--- config.mk ---
export PLATFORM = sky130hd
export DESIGN_NAME = wb_scoreboard
export DESIGN_NICKNAME = d
export VERILOG_FILES = /design/src/rtl/wb_scoreboard_pkg.sv /design/src/rtl/wb_scoreboard_pend_cnt.sv /design/src/rtl/wb_scoreboard.sv
export SDC_FILE = /design/constraint.sdc
export NUM_CORES = 1
export LEC_CHECK = 0
export ABC_CLOCK_PERIOD_IN_PS = 8300
export CAP_MARGIN = 20
export CORE_MARGIN = 1.5
export CORE_UTILIZATION = 55
export DETAILED_ROUTE_END_ITERATION = 7
export GPL_TIMING_DRIVEN = 0
export PLACE_DENSITY_LB_ADDON = 0.08
export SYNTH_ARGS = -nofsm -noshare
export SYNTH_HDL_FRONTEND = slang
export SYNTH_SLANG_ARGS = --single-unit
--- constraint.sdc ---
create_clock -name clk -period 8.3 [get_ports clk]
set_input_delay 2.49 -clock clk [delete_from_list [all_inputs] [get_ports clk]]
set_output_delay 2.49 -clock clk [all_outputs]
set_load 0.02 [all_outputs]
--- src/rtl/wb_scoreboard_pkg.sv ---
// wb_scoreboard_pkg: shared widths, register-number type and a write-back match helper
package wb_scoreboard_pkg;
  localparam int REG_NUM_W = 5;
  localparam int NUM_REGS = 32;
  localparam int DATA_W = 32;
  typedef logic [REG_NUM_W-1:0] reg_num_t;
  // True when an enabled write targets register b; r0 never matches.
  function automatic logic wb_hit(logic en, reg_num_t wn, reg_num_t b);
    return en && wn == b && b != '0;
  endfunction
endpackage

--- src/rtl/wb_scoreboard_pend_cnt.sv ---
// pend_cnt: floor-0, ceiling-max up/down counter of in-flight writes to one register
//   clk, rst_n    : clock, synchronous active-low reset
//   inc           : one new writer issued
//   dec_a, dec_b  : writer retired / writer squashed (may coincide)
//   cnt           : current pending count
module pend_cnt #(
  parameter int CNT_W = 2
) (
  input  logic             clk,
  input  logic             rst_n,
  input  logic             inc,
  input  logic             dec_a,
  input  logic             dec_b,
  output logic [CNT_W-1:0] cnt
);
  logic [CNT_W:0] up_d, nxt_d, dn_d;
  logic [CNT_W-1:0] cnt_q, cnt_d;
  always_comb begin
    up_d = {1'b0, cnt_q} + (CNT_W+1)'(inc);
    dn_d = (CNT_W+1)'(dec_a) + (CNT_W+1)'(dec_b);
    nxt_d = up_d < dn_d ? '0 : up_d - dn_d;
    cnt_d = nxt_d[CNT_W] ? '1 : nxt_d[CNT_W-1:0];
  end
  always_ff @(posedge clk)
    if (!rst_n) cnt_q <= '0;
    else cnt_q <= cnt_d;
  assign cnt = cnt_q;
endmodule

--- src/rtl/wb_scoreboard.sv ---
// wb_scoreboard: MEM/WB register, write-back port, pending-write scoreboard, forwarding and RAW stall
//   MEM inputs (mem_*) are registered onto RegWrite/WN/WD; iss_* / kill_* adjust per-register
//   pending counters; RN1/RN2 with RD1/RD2 produce forwarded op1/op2 and the stall flag.
module wb_scoreboard
  import wb_scoreboard_pkg::*;
#(
  parameter int DW = DATA_W,
  parameter int CNT_W = 2
) (
  input  logic          clk,
  input  logic          rst_n,
  input  logic          mem_valid,
  input  logic          mem_reg_write,
  input  logic          mem_mem2reg,
  input  logic [4:0]    mem_wn,
  input  logic [DW-1:0] mem_alu,
  input  logic [DW-1:0] mem_ld,
  input  logic          iss_valid,
  input  logic [4:0]    iss_wn,
  input  logic          iss_we,
  output logic          iss_ready,
  input  logic          kill_valid,
  input  logic [4:0]    kill_wn,
  output logic          RegWrite,
  output logic [4:0]    WN,
  output logic [DW-1:0] WD,
  input  logic [4:0]    RN1,
  input  logic [4:0]    RN2,
  input  logic [DW-1:0] RD1,
  input  logic [DW-1:0] RD2,
  output logic [DW-1:0] op1,
  output logic [DW-1:0] op2,
  output logic          stall
);
  logic reg_write_q, reg_write_d;
  reg_num_t wn_q, wn_d;
  logic [DW-1:0] wd_q, wd_d;
  logic [CNT_W-1:0] cnt [NUM_REGS];
  logic [NUM_REGS-1:1] inc, dec_wb, dec_k;
  // A register still has a writer outstanding once the one retiring now is discounted.
  function automatic logic busy(logic [CNT_W-1:0] c, logic retiring);
    return c != '0 && !(c == CNT_W'(1) && retiring);
  endfunction
  always_comb begin
    reg_write_d = mem_valid && mem_reg_write && mem_wn != '0;
    wn_d = mem_wn;
    wd_d = mem_mem2reg ? mem_ld : mem_alu;
  end
  always_ff @(posedge clk)
    if (!rst_n) begin
      reg_write_q <= 1'b0;
      wn_q <= '0;
      wd_q <= '0;
    end else begin
      reg_write_q <= reg_write_d;
      wn_q <= wn_d;
      wd_q <= wd_d;
    end
  assign RegWrite = reg_write_q;
  assign WN = wn_q;
  assign WD = wd_q;
  // A saturated counter can still accept a new writer when one retires in the same cycle.
  assign iss_ready = !(iss_we && iss_wn != '0 && cnt[iss_wn] == '1 && !wb_hit(reg_write_q, wn_q, iss_wn));
  always_comb
    for (int r = 1; r < NUM_REGS; r++) begin
      inc[r] = iss_valid && iss_we && iss_ready && iss_wn == reg_num_t'(r);
      dec_wb[r] = reg_write_q && wn_q == reg_num_t'(r);
      dec_k[r] = kill_valid && kill_wn == reg_num_t'(r);
    end
  assign cnt[0] = '0;
  for (genvar g = 1; g < NUM_REGS; g++) begin : g_cnt
    pend_cnt #(.CNT_W(CNT_W)) u_cnt (
      .clk(clk),
      .rst_n(rst_n),
      .inc(inc[g]),
      .dec_a(dec_wb[g]),
      .dec_b(dec_k[g]),
      .cnt(cnt[g])
    );
  end
  assign op1 = wb_hit(reg_write_q, wn_q, RN1) ? wd_q : RD1;
  assign op2 = wb_hit(reg_write_q, wn_q, RN2) ? wd_q : RD2;
  assign stall = (RN1 != '0 && busy(cnt[RN1], wb_hit(reg_write_q, wn_q, RN1)))
              || (RN2 != '0 && busy(cnt[RN2], wb_hit(reg_write_q, wn_q, RN2)));
endmodule

==> key figures <==
Route
  • DRC violations left: 0
  • Via-per-instance ratio: roughly 5.8
  • Routed WL per cell: approximately 21 um
  • Starting DRT DRC Count: between 900 and 1k
  • Routed wire length: 33900 um
  • Via count: ~9k
  • ANT nets after route: 0
  • First-pass detailed-route iteration total: 5

Critical path
  • Type of origin of the critical path: primary input
  • R2R Path Start: WN[2]$_SDFF_PN0_
  • CP Cell Sequence: clkbuf_1 > clkbuf_1 > xnor2_1 > nand4_1 > nor3_2 > buf_2 > mux2_2 > clkdlybuf4s50_1
  • Slowest stage delay, CP: approximately 0.59 ns
  • Crit end category: output port
  • Slowest CP cell: clkdlybuf4s50_1
  • CP Data Arrival Time: 5.70 ns
  • Worst setup path start: RN2[2]
  • Critical path's most frequent cell: clkbuf_1
  • Peak fanout along the critical path: 10
  • Critical path required time: about 5.8 ns
  • R2R Setup Slk: 4.62 ns
  • Worst setup path class: primary input to output port

Run status
  • Outcome: finished clean

Finish
  • Fin area: 13300 sq um
  • Fraction of layout cells with a size suffix above 1: under 10%
  • Fin cells: around 1.6k
  • Filler Cell Count: roughly 1.4k
  • Most common cell after layout, fill and taps aside: clkdlybuf4s50_1
  • # nets final: between 1.5k and 2k
  • Area grow syn2layout: 30.9%
  • Most frequent cells in the layout: 252 x clkdlybuf4s50_1, 166 x nor2_1, 124 x ha_1, 100 x dfxtp_1, 99 x inv_1
  • Register area: around 2000 sq um
  • Multi-input gate area: around 7600 sq um

Flow run
  • Max cap viols: 0

Die
  • Initial Util: 56.5%
  • Die X: roughly 140 um
  • # IOs: 265
  • Die footprint: 19300 sq um
  • Core box area: ~18000 sq um
  • DIE HEIGHT: between 100 and 150 um
  • Row cnt: between 40 and 50

Placed design
  • IO buf count: around 250
  • Post-detail-place hpwl: ~28000 um
  • Placed Cells: approximately 1.6k
  • Placed Instance Area: between 10000 and 15000 sq um
  • Final GP Congestion: roughly 0.98

Clock tree
  • Hold-fix buffers, CTS: 0
  • Setup bufs post-CTS: 0
  • CTS buffer count: 9
  • CTS max path bufs: 2
  • Clk_lat worst skew: 0.37 ns
  • Post-CTS sizing: 3
  • Clk root buf: clkbuf_16
  • Clk pin slew, worst setup/hold paths: 0.07 ns
  • CTS HTree Levels: 3
  • CTS tree: yes
  • Clk sink count: 100

Timing
  • Pins Over Slew Limit: 0
  • Final min period: about 8.2 ns
  • Final hold viol count: 0
  • Fin crit share: 98.6%
  • Slew HR: between 40 and 50%
  • Worst-Margin Slew: roughly 0.86 ns
  • Setup Skew: 0.0104 ns
  • Max Fclk: ~0.12 GHz
  • Final setup vio count: 0
  • RSZ-0062 raised after global routing: false
  • Final setup TNS: 0 ns

Logic synthesis
  • Synthesized flop and latch total: 100
  • Synthesized instance count: 1083
  • Yosys top cell by area: dfxtp_1
  • Avg Inst Size Synth: approximately 9.4 sq um
  • Synth warn: 0
  • Post-Syn Area: roughly 10000 sq um
  • Unique masters post-synth: 47
  • Synth top area share: between 15 and 20%
  • Ranking of synthesized cells by area: dfxtp_1 20%, ha_1 15%, fa_1 12%
  • Syn nets: 1430
  • Sequential cell area fraction in the yosys report: around a fifth

Global routing
  • GRT Overall Usage: a little over a third
  • Vias in the first global route: roughly 9k
  • First-pass GRT wire length: between 50000 and 60000 um
  • Initial antenna violation count: 3
  • GR Overflow Total: 0
  • Largest net degree at the start of global routing: 18

Pwr
  • Pleak: roughly 5.4 nW
  • Final total power: around 0.0014 W
  • PD cells: 104 nW/um^2
  • Maximum ir drop on the vdd rail: around 100 uV

Worst hold path
  • Hold path start: g_cnt[16].u_cnt.cnt[1]$_SDFF_PN0_
  • Hold Crit Class: flip-flop to flip-flop
[report_power, final]
group / total [W] / switching [W] / leakage, nW / internal (W)
combinational: 0.000379 / 0.000182 / 4.41 / 0.000198
sequential: 0.000529 / 0.0000270 / 0.819 / 0.000502
clock: 0.000481 / 0.000213 / 0.158 / 0.000268
total: 0.00139 / 0.000422 / 5.39 / 0.000968
[cell families after synthesis]
family                   after synthesis  synth area share [%]
AO/OA/AOI/OAI                         64                  3.82
XOR/XNOR                              46                  3.96
adder cells (fa/ha/maj)              186                  27.4
buffers and inverters                149                  6.02
flip-flops                           100                  19.7
multiplexers                         148                  19.9
AND/OR/NAND/NOR                      390                  19.2
[synthesized netlist by cell type, drive strengths merged]
cell,number
a2111oi,3
a211oi,1
a21o,1
a21oi,7
a221o,2
a311o,1
a31o,1
a31oi,5
and2,7
and3,3
and3b,5
buf,22
clkbuf,27
dfxtp,100
fa,62
ha,124
inv,100
mux2,71
mux2i,41
mux4,36
nand2,35
nand2b,9
nand3,18
nand3b,5
nand4,5
nor2,167
nor2b,69
nor3,24
nor3b,33
nor4,2
o2111ai,4
o211ai,3
o21ai,33
o21bai,1
o22ai,2
or2,2
or3,4
or4,2
xnor2,45
xor2,1
[per-layer routing]
layer	part of all wire (%)	vias up	routed length (um)	track usage [%]
met5	0.068	-	23	0
met2	47	539	15900	58.7
li1	-	4210	-	-
met4	4.5	4	1510	16.0
met1	38	4312	12800	43.6
met3	11	98	3720	9.88
[state kept, by name, summed over array words and instances, names as in the netlist]
| register | count |
|---|---|
| WD | 32 |
| g_cnt.u_cnt.cnt | 62 |
| WN | 5 |
| RegWrite | 1 |
[per-stage QoR]
| stage | hold WS (ns) | utilization, % | setup WS, ns |
|---|---|---|---|
| 2_1_floorplan | 0.767 | - | 1.39 |
| 3_3_place_gp | 0.838 | 72.0 | -0.194 |
| 3_5_place_dp | 0.861 | 72.0 | -0.214 |
| 4_1_cts | 0.878 | 73.9 | 0.184 |
| 5_1_grt | 0.940 | 73.9 | 0.0760 |
| 6_report | 0.879 | 73.9 | 0.112 |
[final cells by class]
class,instances,share of cell area [%]
multi-input cells,834,56.8
repair buffers,252,18.9
flip-flops and latches,100,15.0
inverters,100,2.84
well taps,229,2.15
plain buffers,49,1.78
clock buffers,10,1.72
clock inverters,6,0.714
diodes,1,0.0188
[worst paths after layout]
kind | endpoint | cells after the start
min | g_cnt[16].u_cnt.cnt[1]$_SDFF_PN0_ | 3
max reg2reg | g_cnt[9].u_cnt.cnt[0]$_SDFF_PN0_ | 12
min reg2reg | g_cnt[16].u_cnt.cnt[1]$_SDFF_PN0_ | 3
max | op2[13] | 8
[critical path, delay by kind of cell]
family	cells	cell delay, ns
buffers and inverters	4	1.94
AND/OR/NAND/NOR	2	0.68
multiplexers	1	0.38
XOR/XNOR	1	0.18
(Power assumes the default switching activity.)
